[src/rtl/bidir_line_ctrl.sv]
// -----------------------------------------------------------------------------
// bidir_line_ctrl
//
// Half-duplex single-wire transaction controller driving one gpio pad from the
// fabric side. A transaction serialises a command word MSB-first with the pad
// in output mode, optionally releases the line for a turnaround gap and then
// deserialises a response word with the pad in input mode.
//
// Parameters
//   WIDTH        bits per transmitted / received word (>= 1)
//   CLK_DIV      clock cycles per line bit (>= 2)
//   TURN_CYCLES  released-line cycles between TX and RX (>= 1)
//
// Ports
//   clk_i      clock, all logic on rising edge
//   rst_i      synchronous active-high reset
//   start_i    start a transaction (accepted only while ready_o=1)
//   rx_en_i    sampled with start_i: 1 = TX then RX, 0 = TX only
//   tx_data_i  word to send, sampled with start_i
//   ready_o    controller idle
//   done_o     one-cycle pulse at transaction end
//   rx_data_o  last received word, valid from done_o onward
//   dir_o      to gpio dir_i: 1 = drive line, 0 = release
//   line_o     to gpio data_i: bit being driven
//   line_i     from gpio data_o: sampled line value
// -----------------------------------------------------------------------------
module bidir_line_ctrl #(
    parameter int WIDTH       = 8,
    parameter int CLK_DIV     = 4,
    parameter int TURN_CYCLES = 2
) (
    input  logic             clk_i,
    input  logic             rst_i,
    input  logic             start_i,
    input  logic             rx_en_i,
    input  logic [WIDTH-1:0] tx_data_i,
    output logic             ready_o,
    output logic             done_o,
    output logic [WIDTH-1:0] rx_data_o,
    output logic             dir_o,
    output logic             line_o,
    input  logic             line_i
);

    // Counter widths, at least one bit each.
    localparam int PW = (CLK_DIV     > 1) ? $clog2(CLK_DIV)     : 1;
    localparam int BW = (WIDTH       > 1) ? $clog2(WIDTH)       : 1;
    localparam int TW = (TURN_CYCLES > 1) ? $clog2(TURN_CYCLES) : 1;

    localparam logic [PW-1:0] PER_LAST  = PW'(CLK_DIV - 1);
    localparam logic [PW-1:0] PER_SAMP  = PW'(CLK_DIV / 2);
    localparam logic [BW-1:0] BIT_LAST  = BW'(WIDTH - 1);
    localparam logic [TW-1:0] TURN_LAST = TW'(TURN_CYCLES - 1);

    typedef enum logic [2:0] {
        S_IDLE = 3'd0,
        S_TX   = 3'd1,
        S_TURN = 3'd2,
        S_RX   = 3'd3,
        S_DONE = 3'd4
    } state_t;

    // -------------------------------------------------------------------------
    // State and datapath registers
    // -------------------------------------------------------------------------
    state_t            r_state;
    logic [PW-1:0]     r_per_cnt;
    logic [BW-1:0]     r_bit_cnt;
    logic [TW-1:0]     r_turn_cnt;
    logic [WIDTH-1:0]  r_tx_sh;
    logic [WIDTH-1:0]  r_rx_sh;
    logic              r_rx_en;
    logic [WIDTH-1:0]  r_rx_data;
    logic              r_ready;
    logic              r_done;
    logic              r_dir;
    logic              r_line;

    // Next-state values
    state_t            w_state_nx;
    logic [PW-1:0]     w_per_nx;
    logic [BW-1:0]     w_bit_nx;
    logic [TW-1:0]     w_turn_nx;
    logic [WIDTH-1:0]  w_tx_sh_nx;
    logic [WIDTH-1:0]  w_rx_sh_nx;
    logic              w_rx_en_nx;
    logic [WIDTH-1:0]  w_rx_data_nx;
    logic              w_per_end;
    logic              w_bit_end;

    assign w_per_end = (r_per_cnt == PER_LAST);
    assign w_bit_end = (r_bit_cnt == BIT_LAST);

    // -------------------------------------------------------------------------
    // Next-state / datapath logic
    // -------------------------------------------------------------------------
    always_comb begin
        w_state_nx   = r_state;
        w_per_nx     = r_per_cnt;
        w_bit_nx     = r_bit_cnt;
        w_turn_nx    = r_turn_cnt;
        w_tx_sh_nx   = r_tx_sh;
        w_rx_sh_nx   = r_rx_sh;
        w_rx_en_nx   = r_rx_en;
        w_rx_data_nx = r_rx_data;

        case (r_state)
            S_IDLE: begin
                if (start_i) begin
                    w_state_nx = S_TX;
                    w_tx_sh_nx = tx_data_i;
                    w_rx_en_nx = rx_en_i;
                    w_per_nx   = '0;
                    w_bit_nx   = '0;
                end
            end

            S_TX: begin
                if (w_per_end) begin
                    w_per_nx = '0;
                    if (w_bit_end) begin
                        w_bit_nx   = '0;
                        w_turn_nx  = '0;
                        w_state_nx = r_rx_en ? S_TURN : S_DONE;
                    end else begin
                        w_bit_nx   = r_bit_cnt + BW'(1);
                        w_tx_sh_nx = r_tx_sh << 1;
                    end
                end else begin
                    w_per_nx = r_per_cnt + PW'(1);
                end
            end

            S_TURN: begin
                if (r_turn_cnt == TURN_LAST) begin
                    w_turn_nx  = '0;
                    w_per_nx   = '0;
                    w_bit_nx   = '0;
                    w_state_nx = S_RX;
                end else begin
                    w_turn_nx = r_turn_cnt + TW'(1);
                end
            end

            S_RX: begin
                // Mid-period sample absorbs the pad's one-cycle input delay.
                if (r_per_cnt == PER_SAMP)
                    w_rx_sh_nx = (r_rx_sh << 1) | WIDTH'(line_i);
                if (w_per_end) begin
                    w_per_nx = '0;
                    if (w_bit_end) begin
                        w_bit_nx     = '0;
                        w_state_nx   = S_DONE;
                        // With CLK_DIV=2 the last sample lands on this same
                        // cycle, so take the freshly shifted value.
                        w_rx_data_nx = w_rx_sh_nx;
                    end else begin
                        w_bit_nx = r_bit_cnt + BW'(1);
                    end
                end else begin
                    w_per_nx = r_per_cnt + PW'(1);
                end
            end

            S_DONE: begin
                w_state_nx = S_IDLE;
            end

            default: begin
                w_state_nx = S_IDLE;
            end
        endcase
    end

    // -------------------------------------------------------------------------
    // Registers. Outputs are derived from the next state so that they are
    // registered yet line up with the state they describe.
    // -------------------------------------------------------------------------
    always_ff @(posedge clk_i) begin
        if (rst_i) begin
            r_state    <= S_IDLE;
            r_per_cnt  <= '0;
            r_bit_cnt  <= '0;
            r_turn_cnt <= '0;
            r_tx_sh    <= '0;
            r_rx_sh    <= '0;
            r_rx_en    <= 1'b0;
            r_rx_data  <= '0;
            r_ready    <= 1'b1;
            r_done     <= 1'b0;
            r_dir      <= 1'b0;
            r_line     <= 1'b0;
        end else begin
            r_state    <= w_state_nx;
            r_per_cnt  <= w_per_nx;
            r_bit_cnt  <= w_bit_nx;
            r_turn_cnt <= w_turn_nx;
            r_tx_sh    <= w_tx_sh_nx;
            r_rx_sh    <= w_rx_sh_nx;
            r_rx_en    <= w_rx_en_nx;
            r_rx_data  <= w_rx_data_nx;
            r_ready    <= (w_state_nx == S_IDLE);
            r_done     <= (w_state_nx == S_DONE);
            r_dir      <= (w_state_nx == S_TX);
            r_line     <= (w_state_nx == S_TX) ? w_tx_sh_nx[WIDTH-1] : 1'b0;
        end
    end

    assign ready_o   = r_ready;
    assign done_o    = r_done;
    assign rx_data_o = r_rx_data;
    assign dir_o     = r_dir;
    assign line_o    = r_line;

endmodule
[config.mk]
export PLATFORM = sky130hd
export DESIGN_NAME = bidir_line_ctrl
export DESIGN_NICKNAME = d
export VERILOG_FILES = /design/src/rtl/bidir_line_ctrl.sv
export SDC_FILE = /design/constraint.sdc
export NUM_CORES = 1
export LEC_CHECK = 0
export ABC_AREA = 1
export BUFFER_PORTS_ARGS = -buffer_cell sky130_fd_sc_hd__buf_2
export CAP_MARGIN = 20
export CORE_UTILIZATION = 30
export DETAILED_ROUTE_END_ITERATION = 12
export SYNTH_ARGS = -nofsm -noshare
export SYNTH_HDL_FRONTEND = slang
export SYNTH_SLANG_ARGS = --single-unit
[constraint.sdc]
create_clock -name clk_i -period 1.25 [get_ports clk_i]
set_input_delay 0.0625 -clock clk_i [delete_from_list [all_inputs] [get_ports clk_i]]
set_output_delay 0.0625 -clock clk_i [all_outputs]
set_load 0.005 [all_outputs]
# After elaboration in Yosys (flattened, before gate mapping)
# Cells that the tools add are included.
[op_classes]
eq_ne = 14
add_sub_neg = 3
mux = 26
mul = 0
n_lt_le_gt_ge = 0
bitwise = 2
shifts = 0
reduce_logical = 13
div_mod_pow = 0
[ops]
columns = ["operator", "n"]
rows = [
  ["2-to-1 mux 3 bit", 11],
  ["2-to-1 mux 8 bit", 4],
  ["case mux 8 bit (2 select lines)", 1],
  ["case mux 3 bit (4 select lines)", 1],
  ["inequality test 2 bit, second input constant", 5],
  ["case mux 3 bit (3 select lines)", 1],
  ["AND reduction 3 bit", 3],
  ["bitwise OR 8 x 1 -> 8 bit", 1],
  ["AND reduction 4 bit", 2],
  ["== test 3 x 1 -> 1 bit, second input constant", 2],
  ["== test 3 x 2 -> 1 bit, second input constant", 2],
  ["== test 3 bit, second input constant", 2],
  ["logical NOT 3 bit", 2],
  ["2-to-1 mux 2 bit", 3],
  ["case mux 2 bit (3 select lines)", 1],
  ["== test 2 bit, second input constant", 2],
  ["nonzero test 2 bit", 2],
  ["OR reduction 2 bit", 2],
  ["adder 3 x 1 -> 3 bit, second input constant", 1],
  ["2-to-1 mux 1 bit", 3],
  ["nonzero test 3 bit", 1],
  ["adder 2 x 1 -> 2 bit, second input constant", 1],
  ["inequality test 2 x 1 -> 1 bit, second input constant", 1],
  ["case mux 1 bit (2 select lines)", 1],
  ["other kinds (3)", 3],
]
[word_totals]
n_memories = 0
ff_bits = 38
rom_bits = 0
in_bits = 13
ramBits = 0
out_inout_bits = 12
latch_bits = 0

# Logic depth before layout (Yosys ltp)
# Gate-level depths: netlist (run 1).
[logic_depth]
ltp_word = 7
ltp_mapped = 9
depth_no_buf = 9

# Least setup slack after synthesis (run 1)
# No wires, ideal clock.
[synth_timing]
path_kind = "register -> register"
from = "register r_bit_cnt[0]"
to = "register r_rx_data[0] (netlist: rx_data_o[0])"
stages_incl_launch_ff = 8
arrival_ps = 1226
period_less_slack_ps = 1342
t_required_ps = 1134
path_buffers = 0
path_slack_ps = -92
setup_ps = 116
path_cell_list = "dfxtp_1 -> ha_1 -> ha_1 -> nand2_1 -> nor2_2 -> inv_1 -> nor2_1 -> nor2_1"
[synth_via]
elab_chain_len = 2
[synth_lines]
columns = ["element", "line", "text"]
rows = [
  ["start, declared", "68", "logic [BW-1:0] r_bit_cnt;"],
  ["start signal, assigned", "196", "r_bit_cnt <= w_bit_nx;"],
  ["== test 3 bit", "92", "assign w_bit_end = (r_bit_cnt == BIT_LAST);"],
  ["AND reduction 3 bit (no source line)", "n/a", ""],
  ["end signal, assigned", "201", "r_rx_data <= w_rx_data_nx;"],
  ["end, declared", "73", "logic [WIDTH-1:0] r_rx_data;"],
]
# No other way between the ends.
# A chain may end at the register's enable or synchronous reset.

# Worst setup path after layout (run 1)
[layout_timing]
from = "register r_bit_cnt[0]"
to = "register r_tx_sh[0]"
[layout_via]
elab_chain_len = 3
[layout_lines]
columns = ["element", "line", "text"]
rows = [
  ["== test 3 bit", "92", ""],
  ["inequality test 2 bit (no source line)", "n/a", ""],
  ["AND reduction 4 bit (no source line)", "n/a", ""],
  ["end signal, assigned", "198", "r_tx_sh <= w_tx_sh_nx;"],
  ["end, declared", "70", "logic [WIDTH-1:0] r_tx_sh;"],
]
# No other way between the ends.

==> results of run 1 <==
critical path, stage by stage, from the launching register on:
cell     delay [ps]
dfxtp_2         340
ha_4            170
ha_4            170
inv_2            80
o21a_1          160
nand3_4         140
nand2_1          90
a21oi_1          60
repair_timing:
action,CTS,global route
pin swaps,3,4
hold endpoints to repair,0,0
gates resized for setup,20,33
buffers inserted,1,0
setup endpoints to repair,32,37
gates cloned,0,1
where the power goes:
part / leakage, nW / switching [mW] / total [mW] / internal, mW
clock: 0.0579 / 0.436 / 1.02 / 0.587
sequential: 0.313 / 0.0351 / 1.29 / 1.25
combinational: 0.765 / 0.161 / 0.288 / 0.127
synth_stat cells:
master / number / area, µm²
inv_1: 29 / 109
buf_2: 2 / 10.0
buf_4: 1 / 7.51
nand2_2: 1 / 6.26
ha_1: 5 / 62.6
o21ai_0: 27 / 135
o21bai_1: 1 / 7.51
nand3_1: 15 / 75.1
nand4_1: 3 / 18.8
inv_2: 3 / 11.3
nor2_4: 2 / 22.5
nand2_1: 45 / 169
o211ai_1: 1 / 7.51
a21oi_1: 27 / 135
dfxtp_1: 38 / 761
buf_6: 1 / 11.3
nor2_2: 2 / 12.5
nand3_2: 2 / 20.0
nand3b_1: 1 / 7.51
nor2_1: 42 / 158
clkbuf_1: 3 / 11.3
o21a_1: 1 / 7.51
metal layers:
| metal | wire (µm) | share of wire | up-vias |
|---|---|---|---|
| met1 | 2060 | 0.50 | 762 |
| met2 | 1890 | 0.46 | 20 |
| li1 | - | - | 907 |
| met3 | 109 | 0.026 | 5 |
| met4 | 61 | 0.015 | 0 |
| met5 | 0 | 0 | - |
final timing paths:
check / to / from / slack (ps)
worst max-delay path: r_tx_sh[0] / r_bit_cnt[0] / -70
worst min-delay path: r_rx_en / rx_en_i / 30
worst max register to register: r_tx_sh[0] / r_bit_cnt[0] / -70
worst min register to register: r_tx_sh[4] / r_tx_sh[4] / 470
metrics by stage:
step / util / setup TNS, ps / worst slack [ps]
floorplan: - / 0 / 15.0
global placement: 0.386 / -863 / -66.4
detailed placement: 0.386 / -1480 / -87.7
CTS: 0.412 / -436 / -55.7
global route: 0.436 / -2100 / -145
finish: 0.436 / -469 / -65.3
logic make-up (layout without fill, tap and decap cells):
group	after synthesis	count (layout)	share of synthesized area
AND/OR/NAND/NOR	113	113	0.277
flip-flops	38	38	0.431
adder cells (fa/ha/maj)	5	5	0.0354
AO/OA/AOI/OAI	57	57	0.166
buffers and inverters	39	85	0.0907
area by class of cell:
| class | instances | share of cell area |
|---|---|---|
| clock buffers | 5 | 0.0283 |
| clock inverters | 3 | 0.0165 |
| inverters | 32 | 0.0494 |
| multi-input cells | 175 | 0.418 |
| flip-flops and latches | 38 | 0.318 |
| well taps | 72 | 0.0370 |
| repair buffers | 45 | 0.133 |
state kept, by name, indices dropped and copies added (netlist names):
signal	cells
r_rx_en	1
r_state	3
r_tx_sh	8
line_o	1
r_rx_sh	8
r_turn_cnt	1
rx_data_o	8
done_o	1
ready_o	1
r_bit_cnt	3
dir_o	1
r_per_cnt	2
==> impl_metrics.py, run 1 <==
metrics = {
    "outcome": {
        "outcome": "complete, but fails checks",
        "violations": "negative setup slack",
    },
    "power": {
        "total_power_mw": 2.60,
        "p_leak_nw": 1.14,
        "vdd_ir_drop_max_v": 0.000564,
        "power_density_nw_per_um2": 1070,
    },
    "cts": {
        "htreeDepth": 2,
        "cts_tree": "yes",
        "ctsLongestPathBuffers": 2,
        "clk_pin_slew_ps": 70,
        "clk_latency_ps": 290,
        "ctsHoldBuffers": 0,
        "cts_buffers": 5,
        "clkSinkCount": 38,
        "ctsRootBufferMaster": "clkbuf_8",
    },
    "placement": {
        "port_buffers": 24,
        "dp_cells": 360,
        "place.gp.congestion": 0.778,
        "dp_hpwl_mm": 2.94,
        "placed_cell_area_um2": 2150,
    },
    "worst_setup_path": {
        "cp_max_fo": 7,
        "endpoint_kind": "register",
        "worstSetupPathType": "reg -> reg",
        "cp-start-kind": "register",
        "worst-r2r-cell-count": 7,
        "cp.arrival_ps": 1490,
        "required_ps": 1420,
    },
    "global_routing": {
        "gr-max-usage-layer": "met2",
        "grtUsageMet2": 0.223,
        "grt_pass1_wl_mm": 6.82,
        "grtUsageTotal": 0.139,
        "gr-usage-met1": 0.183,
        "antenna_found_initial": 0,
        "grt_start_max_net_pins": 24,
        "use_met3": 0.0310,
        "grt_pass1_vias": 1527,
        "gr-total-overflow": 0,
    },
    "detailed_routing": {
        "wl_mm": 4.13,
        "vias_per_cell": 4.58,
        "via_count": 1694,
        "ant_nets": 0,
        "drt-pass1-iter-count": 4,
        "drc": 0,
        "wl_per_cell_um": 11.2,
        "initialDrtViolationCount": 74,
    },
    "timing": {
        "skew_ps": 7.09,
        "setup_viol": 9,
        "fin_crit_sh": 1.05,
        "relSlewSlack": 0.843,
        "hold_ws_ps": 26.8,
        "period_minus_slack_ps": 1320,
        "rsz0062_at_grt": "yes",
        "hold_viol_final": 0,
        "slew_viol_final": 0,
        "worstMarginPinSlew_ps": 235,
        "fmax_mhz": 760,
        "setup_slack_ps": -65.3,
    },
    "final_layout": {
        "fin_cells": 370,
        "fillers": 585,
        "fin_nets": 315,
        "mostFrequentLayoutCells": "nor2_1 (41), nand2_1 (37), dfxtp_1 (30)",
        "drive_gt1_frac": 0.346,
        "fin_area_um2": 2430,
        "seqCellArea_um2": 773,
        "final_common_cell": "nor2_1",
        "multiInputGateArea_um2": 1020,
        "areaGrowthSynthToFinish_pct": 37.8,
        "antenna_cells": 0,
    },
    "flow_run": {
        "drv_cap": 0,
    },
    "logic_synthesis": {
        "ys_ff_latch": 38,
        "ys_types": 22,
        "ys_warn_count": 0,
        "synthCells": 252,
        "syn_nets": 270,
        "ys_seq_area_frac": 0.431,
        "syn_avg_cell_area_um2": 7.01,
        "netlist_area_um2": 1770,
    },
    "floorplanning": {
        "die_h_um": 78.7,
        "row_count": 27,
        "io_pins": 25,
        "start_util": 0.317,
        "die_width_um": 78.7,
        "dieArea_um2": 6200,
        "core_um2": 5570,
    },
    "hold_path": {
        "hold_depth": 3,
        "hp-class": "in -> reg",
    },
}
(Power assumes the default switching activity.)
==> run 2: changes to the inputs <==
Settings changed: REMOVE_ABC_BUFFERS set to 1.
==> run 2 against run 1 <==
Against the previous run: register-to-register slack hardly changed; combinational power shrank 3%; die area unchanged; clock power barely moved; hold slack got worse by 6.0 ps; critical path depth unchanged; largest cell class unchanged; sequential cell count is the same; the flow still finishes with violations (negative setup slack); routed wire length fell by 4.7%; via count decreased by 0.47%; sequential power is essentially flat; non-clock buffer count is 1 higher; sequential share of layout area is 0.20 points higher.
==> impl_metrics.py, run 2 (synthesis results as in run 1) <==
metrics = {
    "worst_setup_path": {
        "cp-start-kind": "register",
        "crit_family": "flip-flops",
        "reg2reg_slack_ps": -60,
        "cp_num_cells": 7,
        "cp.arrival_ps": 1480,
        "worstSetupPathType": "reg -> reg",
        "cp_max_fo": 4,
        "crit_chain": "ha_4 > ha_4 > nand2_4 > buf_4 > buf_4 > o211ai_1 > a21oi_1",
        "required_ps": 1420,
        "crit_slowest_cell": "dfxtp_2",
        "endpoint_kind": "register",
        "crit_buf_inv": 2,
        "worst-r2r-cell-count": 7,
        "cpPeakStageDelay_ps": 360,
    },
    "placement": {
        "place.gp.congestion": 0.767,
        "pre_cts_slack_ps": -141,
        "dp_cells": 361,
        "port_buffers": 24,
        "dp_hpwl_mm": 2.71,
    },
    "final_layout": {
        "fin_cells": 371,
        "areaGrowthSynthToFinish_pct": 36.7,
        "final_common_cell": "nand2_1",
        "seqCellArea_um2": 772,
        "drive_gt1_frac": 0.321,
        "antenna_cells": 0,
        "fin_nets": 316,
        "multiInputGateArea_um2": 986,
        "mostFrequentLayoutCells": "nand2_1 (41), nor2_1 (39), dfxtp_1 (31)",
        "fillers": 558,
    },
    "global_routing": {
        "antenna_found_initial": 0,
        "grt_pass1_vias": 1586,
        "grt_start_max_net_pins": 24,
        "grtUsageTotal": 0.138,
        "gr-total-overflow": 0,
        "grt_pass1_wl_mm": 6.76,
    },
    "timing": {
        "period_minus_slack_ps": 1310,
        "skew_ps": 4.36,
        "rsz0062_at_grt": "yes",
        "fmax_mhz": 763,
        "slew_viol_final": 0,
        "fin_crit_sh": 1.05,
        "setup_slack_ps": -61.0,
        "worstMarginPinSlew_ps": 284,
        "hold_viol_final": 0,
        "hold_ws_ps": 20.8,
        "relSlewSlack": 0.810,
        "setup_viol": 15,
    },
    "floorplanning": {
        "core_um2": 5570,
        "row_count": 27,
        "io_pins": 25,
        "dieArea_um2": 6200,
        "die_h_um": 78.7,
        "die_width_um": 78.7,
        "start_util": 0.317,
    },
    "cts": {
        "htreeDepth": 2,
        "clkSinkCount": 38,
        "clk_latency_ps": 290,
        "ctsRootBufferMaster": "clkbuf_8",
        "clk_pin_slew_ps": 70,
        "cts_buffers": 5,
        "ctsHoldBuffers": 0,
        "cts_tree": "yes",
        "ctsLongestPathBuffers": 2,
    },
    "detailed_routing": {
        "initialDrtViolationCount": 109,
        "drt-pass1-iter-count": 4,
        "wl_per_cell_um": 10.6,
        "wl_mm": 3.93,
        "via_count": 1686,
        "vias_per_cell": 4.54,
        "drc": 0,
        "ant_nets": 0,
    },
    "power": {
        "p_leak_nw": 1.12,
        "vdd_ir_drop_max_v": 0.000408,
        "power_density_nw_per_um2": 1060,
    },
    "outcome": {
        "outcome": "complete, but fails checks",
        "violations": "negative setup slack",
    },
    "hold_path": {
        "hold_depth": 3,
        "hp-class": "in -> reg",
    },
    "flow_run": {
        "drv_cap": 0,
    },
}
[run 2: path summary, 6_finish.rpt]
check                    start    endpoint
hold reg to reg     r_tx_sh[6]  r_tx_sh[6]
setup / recovery  r_bit_cnt[0]  r_turn_cnt
setup reg to reg  r_bit_cnt[0]  r_turn_cnt
hold / removal    tx_data_i[0]  r_tx_sh[0]
[run 2: final cells by class]
class,instances,share of cell area
multi-input cells,175,0.409
flip-flops and latches,38,0.320
repair buffers,46,0.138
inverters,32,0.0524
well taps,72,0.0373
clock buffers,7,0.0316
clock inverters,1,0.0124
[run 2: worst register-to-register path, delay by kind of cell (launching register included)]
kind / cells / cell delay, ps
AOI/OAI and AO/OA: 2 / 220
adders and majority gates: 2 / 310
and+or+nand+nor: 1 / 60
buffers and inverters: 2 / 240
DFF: 1 / 360
[run 2: metal layers]
layer / GRT usage / part of all wire / routed length [µm]
met3: 0.0379 / 0.030 / 117
met4: 0.0722 / 0.019 / 76
met5: 0 / 0 / 0
met1: 0.155 / 0.45 / 1770
met2: 0.238 / 0.50 / 1970
[run 2: where the power goes]
part	total, mW	switching [mW]	internal (mW)
Combinational	0.278	0.155	0.122
Sequential	1.29	0.0340	1.25
Clock	1.00	0.408	0.597
Total	2.57	0.597	1.97
[run 2: metrics by stage]
step | power [mW] | area (µm²) | util | setup TNS, ps
finish | 2.57 | 2410 | 0.433 | -365
global route | 2.70 | 2410 | 0.433 | -2530
CTS | 2.58 | 2290 | 0.411 | -856
detailed placement | 1.55 | 2110 | 0.379 | -2580
global placement | 1.55 | 2110 | 0.379 | -1810
floorplan | 1.44 | 1730 | - | -1430
[run 2: repair_timing]
action,in CTS,in global routing
pin swaps,8,19
resized for setup,29,35
endpoints found under the setup margin,35,37
setup buffers,0,2
hold endpoints to repair,0,0
==> run 3: changes to the inputs <==
Settings changed: CELL_PAD_IN_SITES_DETAIL_PLACEMENT set to 1, CELL_PAD_IN_SITES_GLOBAL_PLACEMENT set to 1, CORE_UTILIZATION 30 to 36, PLACE_DENSITY_LB_ADDON set to 0.1, RECOVER_POWER set to 50.
==> run 3 against run 2 <==
Against the previous run: the flow still finishes with violations (negative setup slack); count of clock-buffer cells in the layout unchanged; setup slack got worse by 36 ps; highest routed layer unchanged; non-clock buffer count increased by 3; critical path type unchanged; global-route usage increased by 6.2 points; clock power increased by 4%; via count increased by 7.1%; critical path depth unchanged; routed wire length increased by 25%.
==> impl_metrics.py, run 3 (synthesis results as in run 1) <==
metrics = {
    "timing": {
        "setup-tns-final_ps": -1080,
        "fin_crit_sh": 1.08,
        "worstMarginPinSlew_ps": 255,
        "hold_viol_final": 0,
        "slew_viol_final": 0,
        "period_minus_slack_ps": 1350,
        "hold_ws_ps": 19.5,
        "rsz0062_at_grt": "yes",
        "relSlewSlack": 0.830,
        "setup_slack_ps": -97.5,
        "setup_viol": 22,
        "fmax_mhz": 742,
        "skew_ps": 6.70,
    },
    "floorplanning": {
        "row_count": 25,
        "io_pins": 25,
        "die_width_um": 72.0,
        "core_um2": 4720,
        "start_util": 0.374,
        "dieArea_um2": 5190,
        "die_h_um": 72.0,
    },
    "hold_path": {
        "min_to": "r_tx_sh[0]",
        "hold_depth": 3,
        "hp-class": "in -> reg",
        "hp-start": "tx_data_i[0]",
    },
    "outcome": {
        "violations": "negative setup slack",
        "outcome": "complete, but fails checks",
    },
    "cts": {
        "clk_pin_slew_ps": 80,
        "cts_buffers": 5,
        "ctsLongestPathBuffers": 2,
        "clk_latency_ps": 290,
        "ctsHoldBuffers": 0,
        "clkSinkCount": 38,
        "ctsRootBufferMaster": "clkbuf_8",
        "cts_tree": "yes",
        "htreeDepth": 2,
    },
    "global_routing": {
        "grt_pass1_wl_mm": 8.08,
        "use_met3": 0.0375,
        "antenna_found_initial": 0,
        "gr-usage-met1": 0.264,
        "gr-max-usage-layer": "met2",
        "grtUsageMet2": 0.326,
        "grt_pass1_vias": 1799,
        "grtUsageTotal": 0.200,
        "grt_start_max_net_pins": 24,
        "gr-total-overflow": 0,
    },
    "detailed_routing": {
        "wl_mm": 4.92,
        "via_count": 1805,
        "drc": 0,
        "wl_per_cell_um": 13.3,
        "drt-pass1-iter-count": 6,
        "initialDrtViolationCount": 44,
        "ant_nets": 0,
        "vias_per_cell": 4.88,
    },
    "worst_setup_path": {
        "cp-start-kind": "register",
        "worst-r2r-cell-count": 7,
        "required_ps": 1480,
        "r2r_start": "r_state[1]",
        "cp.arrival_ps": 1580,
        "endpoint_kind": "register",
        "r2r_end": "r_tx_sh[4]",
        "cp_max_fo": 7,
        "reg2reg_slack_ps": -100,
        "worstSetupPathType": "reg -> reg",
    },
    "placement": {
        "place.gp.congestion": 0.764,
        "placed_cell_area_um2": 2130,
        "port_buffers": 24,
        "dp_hpwl_mm": 3.30,
    },
    "power": {
        "vdd_ir_drop_max_v": 0.000463,
        "power_density_nw_per_um2": 1040,
        "p_leak_nw": 1.11,
    },
    "flow_run": {
        "drv_cap": 0,
    },
    "final_layout": {
        "drive_gt1_frac": 0.416,
        "areaGrowthSynthToFinish_pct": 44.2,
        "antenna_cells": 0,
        "fin_nets": 320,
        "fin_area_um2": 2550,
        "mostFrequentLayoutCells": "nand2_1 (31), dfxtp_1 (31), nor2_1 (30)",
    },
}
run 3: through the flow:
stage / power (mW) / util / worst slack (ps) / instances
floorplan: 1.44 / - / -102 / 245
global placement: 1.56 / 0.450 / -205 / 359
detailed placement: 1.56 / 0.450 / -237 / 359
CTS: 2.64 / 0.503 / -66.0 / 368
global route: 2.79 / 0.539 / -190 / 370
finish: 2.66 / 0.539 / -97.5 / 370
run 3: report_power, final:
group | leakage, nW | total, mW | switching [mW] | internal [mW]
clock network | 0.0524 | 1.04 | 0.445 | 0.598
registers | 0.313 | 1.29 | 0.0380 | 1.25
logic | 0.746 | 0.330 | 0.188 | 0.141
total | 1.11 | 2.66 | 0.671 | 1.99
run 3: layer usage:
| layer | routed length [µm] | vias to the layer above |
|---|---|---|
| li1 | - | 915 |
| met1 | 2360 | 855 |
| met2 | 2370 | 27 |
| met3 | 117 | 8 |
| met4 | 70 | 0 |
| met5 | 0 | - |
run 3: area by class of cell:
cell class / instances / area, µm²
inverters: 32 / 128
flip-flops and latches: 38 / 774
repair inverters: 1 / 7.51
repair buffers: 49 / 363
well taps: 67 / 83.8
multi-input cells: 175 / 1080
clock inverters: 1 / 30.0
clock buffers: 7 / 76.3
fillers: 589 / 2180
run 3: repair_timing:
item                                    in CTS  in global routing
buffers inserted                             0                  2
gates resized for setup                     49                 55
endpoints found under the setup margin      35                 37
gates cloned                                 1                  0
pin swaps                                   12                 21
run 3: critical path, cell delays in order, from the launching register on:
cell	delay, ps
dfxtp_4	360
buf_6	120
nor2_4	230
buf_6	160
nand3_4	80
nand3_4	150
nand2_2	70
a21oi_2	120
run 3: worst max-delay path by stage:
| stage | startpoint | endpoint | slack [ps] | cells past startpoint |
|---|---|---|---|---|
| 2_1_floorplan | r_bit_cnt[0] | rx_data_o[0] | -100 | 7 |
| 3_3_place_gp | r_bit_cnt[0] | ready_o | -200 | 8 |
| 3_5_place_dp | r_bit_cnt[1] | ready_o | -240 | 8 |
| 4_1_cts | r_bit_cnt[1] | line_o | -70 | 9 |
| 5_1_grt | r_bit_cnt[1] | line_o | -190 | 9 |
| 6_report | r_state[1] | r_tx_sh[4] | -100 | 7 |
